<file path="src/rtl/divider_defs_pkg.sv">
// Shared divider definitions: FSM state encoding and the DIV-op selects used by the ALU decoder.
// No logic; constants and types only.
package divider_defs;

  typedef enum logic [1:0] {
    IDLE = 2'd0,
    CALC = 2'd1,
    DONE = 2'd2
  } div_state_t;

  // Decoder-side op select for DIV/DIVU/REM/REMU
  localparam logic [1:0] DIV_OP_DIV  = 2'd0;
  localparam logic [1:0] DIV_OP_DIVU = 2'd1;
  localparam logic [1:0] DIV_OP_REM  = 2'd2;
  localparam logic [1:0] DIV_OP_REMU = 2'd3;

endpackage

</file>
<file path="src/rtl/seq_divider_step.sv">
// One restoring-division step: shift in the next dividend bit, subtract divisor if it fits.
// Latency: combinational. Backpressure: none.
// Flow: none; evaluated once per CALC cycle by seq_divider.
module div_step #(
  parameter int DATA_WIDTH = 32
) (
  input  logic [DATA_WIDTH:0]   rem,
  input  logic                  dvd_msb,
  input  logic [DATA_WIDTH-1:0] dsr,
  output logic [DATA_WIDTH:0]   next_rem,
  output logic                  q_bit
);

  logic [DATA_WIDTH:0] shifted;
  logic [DATA_WIDTH:0] diff;

  assign shifted = {rem[DATA_WIDTH-1:0], dvd_msb};
  assign diff    = shifted - {1'b0, dsr};
  // A set top bit means the true shifted value exceeds any W-bit divisor.
  assign q_bit    = rem[DATA_WIDTH] | (shifted >= {1'b0, dsr});
  assign next_rem = q_bit ? diff : shifted;

endmodule

</file>
<file path="src/rtl/seq_divider.sv">
// Multi-cycle radix-2 restoring divider with RV32M DIV/DIVU/REM/REMU semantics.
// Latency: DATA_WIDTH+1 cycles from accepted start to done (1 cycle for divide-by-zero).
// Backpressure: busy=1 while working; start is ignored whenever busy is high.
module seq_divider
  import divider_defs::*;
#(
  parameter int DATA_WIDTH = 32
) (
  input  logic                  clk,
  input  logic                  rstn,
  input  logic                  start,
  input  logic                  is_signed,
  input  logic [DATA_WIDTH-1:0] dividend,
  input  logic [DATA_WIDTH-1:0] divisor,
  output logic                  busy,
  output logic                  done,
  output logic [DATA_WIDTH-1:0] quotient,
  output logic [DATA_WIDTH-1:0] remainder,
  output logic                  div_by_zero
);

  localparam int CW = $clog2(DATA_WIDTH);

  div_state_t            state, state_nxt;
  logic                  accept;
  logic [CW-1:0]         cnt;
  logic [DATA_WIDTH-1:0] dvd, dsr, q, raw_dvd;
  logic [DATA_WIDTH:0]   rem;
  logic [DATA_WIDTH:0]   next_rem;
  logic                  q_bit;
  logic                  neg_q, neg_r, dz;
  logic [DATA_WIDTH-1:0] dvd_mag, dsr_mag;

  assign dvd_mag = (is_signed && dividend[DATA_WIDTH-1]) ? -dividend : dividend;
  assign dsr_mag = (is_signed && divisor[DATA_WIDTH-1])  ? -divisor  : divisor;

  div_step #(.DATA_WIDTH(DATA_WIDTH)) u_step (
    .rem      (rem),
    .dvd_msb  (dvd[DATA_WIDTH-1]),
    .dsr      (dsr),
    .next_rem (next_rem),
    .q_bit    (q_bit)
  );

  always_ff @(posedge clk) begin
    if (!rstn) state <= IDLE;
    else       state <= state_nxt;
  end

  // done is registered, so the cycle it is high the FSM already sits in IDLE;
  // gating accept on done keeps start in that cycle from being taken.
  always_comb begin
    state_nxt = state;
    accept    = 1'b0;
    busy      = (state != IDLE) || done;
    case (state)
      IDLE: begin
        if (start && !done) begin
          accept    = 1'b1;
          state_nxt = (divisor == '0) ? DONE : CALC;
        end
      end
      CALC:    if (cnt == '0) state_nxt = DONE;
      DONE:    state_nxt = IDLE;
      default: state_nxt = IDLE;
    endcase
  end

  always_ff @(posedge clk) begin
    if (!rstn) begin
      cnt         <= '0;
      dvd         <= '0;
      dsr         <= '0;
      q           <= '0;
      rem         <= '0;
      raw_dvd     <= '0;
      neg_q       <= 1'b0;
      neg_r       <= 1'b0;
      dz          <= 1'b0;
      done        <= 1'b0;
      quotient    <= '0;
      remainder   <= '0;
      div_by_zero <= 1'b0;
    end else begin
      done <= 1'b0;
      case (state)
        IDLE: begin
          if (accept) begin
            dvd     <= dvd_mag;
            dsr     <= dsr_mag;
            raw_dvd <= dividend;
            q       <= '0;
            rem     <= '0;
            cnt     <= CW'(DATA_WIDTH - 1);
            neg_q   <= is_signed & (dividend[DATA_WIDTH-1] ^ divisor[DATA_WIDTH-1]);
            neg_r   <= is_signed & dividend[DATA_WIDTH-1];
            dz      <= (divisor == '0);
          end
        end
        CALC: begin
          rem <= next_rem;
          q   <= {q[DATA_WIDTH-2:0], q_bit};
          dvd <= {dvd[DATA_WIDTH-2:0], 1'b0};
          if (cnt != '0) cnt <= cnt - 1'b1;
        end
        DONE: begin
          // MIN/-1 lands here as q=2^(W-1) with neg_q=0, which is already MIN.
          done        <= 1'b1;
          div_by_zero <= dz;
          quotient    <= dz ? '1 : (neg_q ? -q : q);
          remainder   <= dz ? raw_dvd
                            : (neg_r ? -rem[DATA_WIDTH-1:0] : rem[DATA_WIDTH-1:0]);
        end
        default: ;
      endcase
    end
  end

endmodule

</file>
<file path="config.mk">
export PLATFORM = sky130hd
export DESIGN_NAME = seq_divider
export DESIGN_NICKNAME = d
export VERILOG_FILES = /design/src/rtl/divider_defs_pkg.sv /design/src/rtl/seq_divider_step.sv /design/src/rtl/seq_divider.sv
export SDC_FILE = /design/constraint.sdc
export NUM_CORES = 1
export LEC_CHECK = 0
export ABC_AREA = 1
export ABC_CLOCK_PERIOD_IN_PS = 4200
export BUFFER_PORTS_ARGS = -buffer_cell sky130_fd_sc_hd__buf_2
export CAP_MARGIN = 20
export CORE_MARGIN = 2
export CORE_UTILIZATION = 50
export DETAILED_ROUTE_END_ITERATION = 8
export GPL_TIMING_DRIVEN = 0
export PLACE_DENSITY = 0.74
export SLEW_MARGIN = 20
export SYNTH_ARGS = -nofsm -noshare
export SYNTH_HDL_FRONTEND = slang
export SYNTH_SLANG_ARGS = --single-unit
export TNS_END_PERCENT = 20
</file>
<file path="constraint.sdc">
create_clock -name clk -period 4.2 [get_ports clk]
set_input_delay 0.84 -clock clk [delete_from_list [all_inputs] [get_ports clk]]
set_output_delay 0.84 -clock clk [all_outputs]
set_load 0.01 [all_outputs]
</file>
==> results.toml <==
[cts]
cts_buffers = 26
clock-sinks = 237
cts.clk_slew.worst_paths_ns = 0.06
cts_tree = "done"
clock_path_buffers = 3
postCtsHoldBufs = 0
cts-resized-gates = 0
clock_latency_ns = 0.55
cts_root_buf = "clkbuf_16"
cts-htree-levels = 1
postCtsSetupBuffers = 0

[global_route]
overflow = 0
grt_pass1_vias = 15934
grt_usage = 0.3281
grt_first_pass_wirelength_mm = 85.78
antenna_found_initial = 0
grt_max_degree = 14

[die]
dieWidth_um = 180.8
die_area_mm2 = 0.03270
initial_utilization = 0.5098
rows = 64
core_mm2 = 0.03067
die_height_um = 180.8
pin_count = 135

[detailed_routing]
viasPerCell = 5.582
antenna_left = 0
post_drt_wl_per_cell_um = 17.97
drc = 0
routed_wl_mm = 55.13
vias = 17125
drt_iter0_markers = 2119
drtPass1Iterations = 6

[synthesis]
synth_top_area_frac = 0.3035
yosysSeqAreaShare = 0.3035
synth_edf_count = 0
synth_area_leaders = "dfxtp_1 (30%), nand2_1 (16%), inv_1 (9.6%)"
yosys.area_share.simple = 0.3438
syn-num-nets = 2600
ys.flop_type = "dfxtp_1"
yosysTopAreaCell = "dfxtp_1"
synth_top_family_by_area = "simple AND/OR/NAND/NOR gates"
syn_area_mm2 = 0.01563
syn-mean-instance-area_um2 = 6.271
synth_xor_area_frac = 0.03417
synthMuxAreaShare = 0
yosys_warnings = 0
ys_types = 51
synthArstFlopShare = 0
synth_compound_area_frac = 0.1553
synth_cells = 2493
ys_ff_latch = 237
yosys.area_share.adder = 0.03169

[worst_setup_path]
cp_num_buf_inv = 4
critPathSlowestCell = "clkbuf_1"
cp.arrival_ns = 3.02
critPathKind = "input port to flip-flop"
worstPathCellList = "buf_2 > clkbuf_1 > clkbuf_1 > o221ai_1 > inv_1"
cpPeakStageDelay_ns = 0.85
cpMostUsedCell = "clkbuf_1"
endpoint_kind = "flip-flop"
path_delay_family = "buffers and inverters"
cp-start-kind = "input port"
cp.required_ns = 4.67
crit_path_max_fanout = 10

[cells_and_area]
most-common-layout-cells = "nand2_1 (654), inv_1 (399), dfxtp_1 (237)"
nNetsFinal = 2762
fillers = 3075
antennaDiodeCount = 0
layout_commonest_cell = "nand2_1"
drive_above_1_share = 0.1134
area_growth_pct = 12.66

[worst_hold_path]
hold_path.class = "flip-flop to flip-flop"

[placement]
io_buffer_count = 134
dpl.hpwl_mm = 43.26
place.gp.congestion = 0.9801

[sta]
final.min_clock_period_ns = 2.548
rsz0062_at_grt = "no"
fmax_mhz = 392.5
finalCritPeriodShare = 0.6067
holdWs_ns = 0.4615
setup-violations-final = 0
finalMaxSlewViolations = 0
tightest_slew_ns = 1.116
hold_viol = 0
final.setup.tns_ns = 0
worst_clock_skew_ns = 0.02101
maxSlewHeadroom = 0.2559

[pwr]
p_total_mw = 15.43
vdd_drop_max_mv = 0.5406
leakage_nw = 8.776
power_density_mw_per_mm2 = 875.8

[status]
status = "finished, final reports clean"

[run]
max_cap_viol_count = 0
worst paths after layout:
kind	slack, ns	startpoint	to	depth (start not counted)
max	1.65	rstn	quotient[5]$_SDFFE_PN0P_	5
max reg2reg	1.70	rem[3]$_SDFFE_PN0P_	rem[25]$_SDFFE_PN0P_	13
min reg2reg	0.46	raw_dvd[8]$_SDFFE_PN0P_	raw_dvd[8]$_SDFFE_PN0P_	2
min	0.46	raw_dvd[8]$_SDFFE_PN0P_	raw_dvd[8]$_SDFFE_PN0P_	2
registers in the layout, summed over array words and instances (netlist names), 2 cells and up:
name / count
rem: 33
raw_dvd: 32
q: 32
dsr: 32
quotient: 32
state: 2
cnt: 5
dvd: 32
remainder: 32
Yosys cell counts (all sizes together) (33+ instances only):
library cell  instances
nand2               670
inv                 409
nor2                239
dfxtp               237
nand3               200
a21oi               187
o21ai               137
clkbuf               72
nor3                 39
ha                   38
xor2                 38
a31oi                33
worst min-delay path, delay by kind of cell, from the launching register on:
kind                   cells  cell delay, ns
DFF                        1            0.30
buffers and inverters      1            0.06
AOI/OAI and AO/OA          1            0.05
area by class of cell:
cell class                 count  area, um2  area share
buffer                       103      510.5     0.02898
sequential                   237       4745      0.2694
clock inverter                 8      51.30    0.002913
tap                          396      495.5     0.02813
timing repair buffer         134      670.6     0.03808
inverter                     412       1546     0.08780
clock buffer                  37      762.0     0.04326
multi-input combinational   1741       8832      0.5015
cell families (layout without fill, tap and decap cells):
family,Yosys count,after routing
adder cells (fa/ha/maj),39,39
buffers and inverters,515,694
XOR/XNOR,61,61
flip-flops,237,237
AND/OR/NAND/NOR,1210,1210
AO/OA/AOI/OAI,431,431
where the power goes:
| group | total, mW | switching (mW) | leakage, nW | internal [mW] |
|---|---|---|---|---|
| registers | 3.12 | 0.401 | 1.93 | 2.72 |
| clock network | 2.22 | 0.962 | 0.410 | 1.26 |
| logic | 10.1 | 6.78 | 6.43 | 3.31 |
| total | 15.4 | 8.15 | 8.78 | 7.28 |
through the flow:
step                worst slack, ns  utilization  cells  instance area (um2)
floorplan                     1.902            -   2493                15630
CTS                           1.752       0.5743   3068                17610
global placement              1.325       0.5478   3023                16800
detailed placement            1.215       0.5478   3023                16800
global route                  1.605       0.5743   3068                17610
finish                        1.652       0.5743   3068                17610
per-layer routing:
metal / up-vias / wire length, um / global-route usage
li1: 8295 / - / -
met1: 7820 / 23720 / 0.4507
met2: 853 / 24370 / 0.5300
met3: 157 / 5046 / 0.04435
met4: 0 / 1983 / 0.1103
met5: - / 0 / 0
Note: power is estimated with default switching activity, not from simulation.
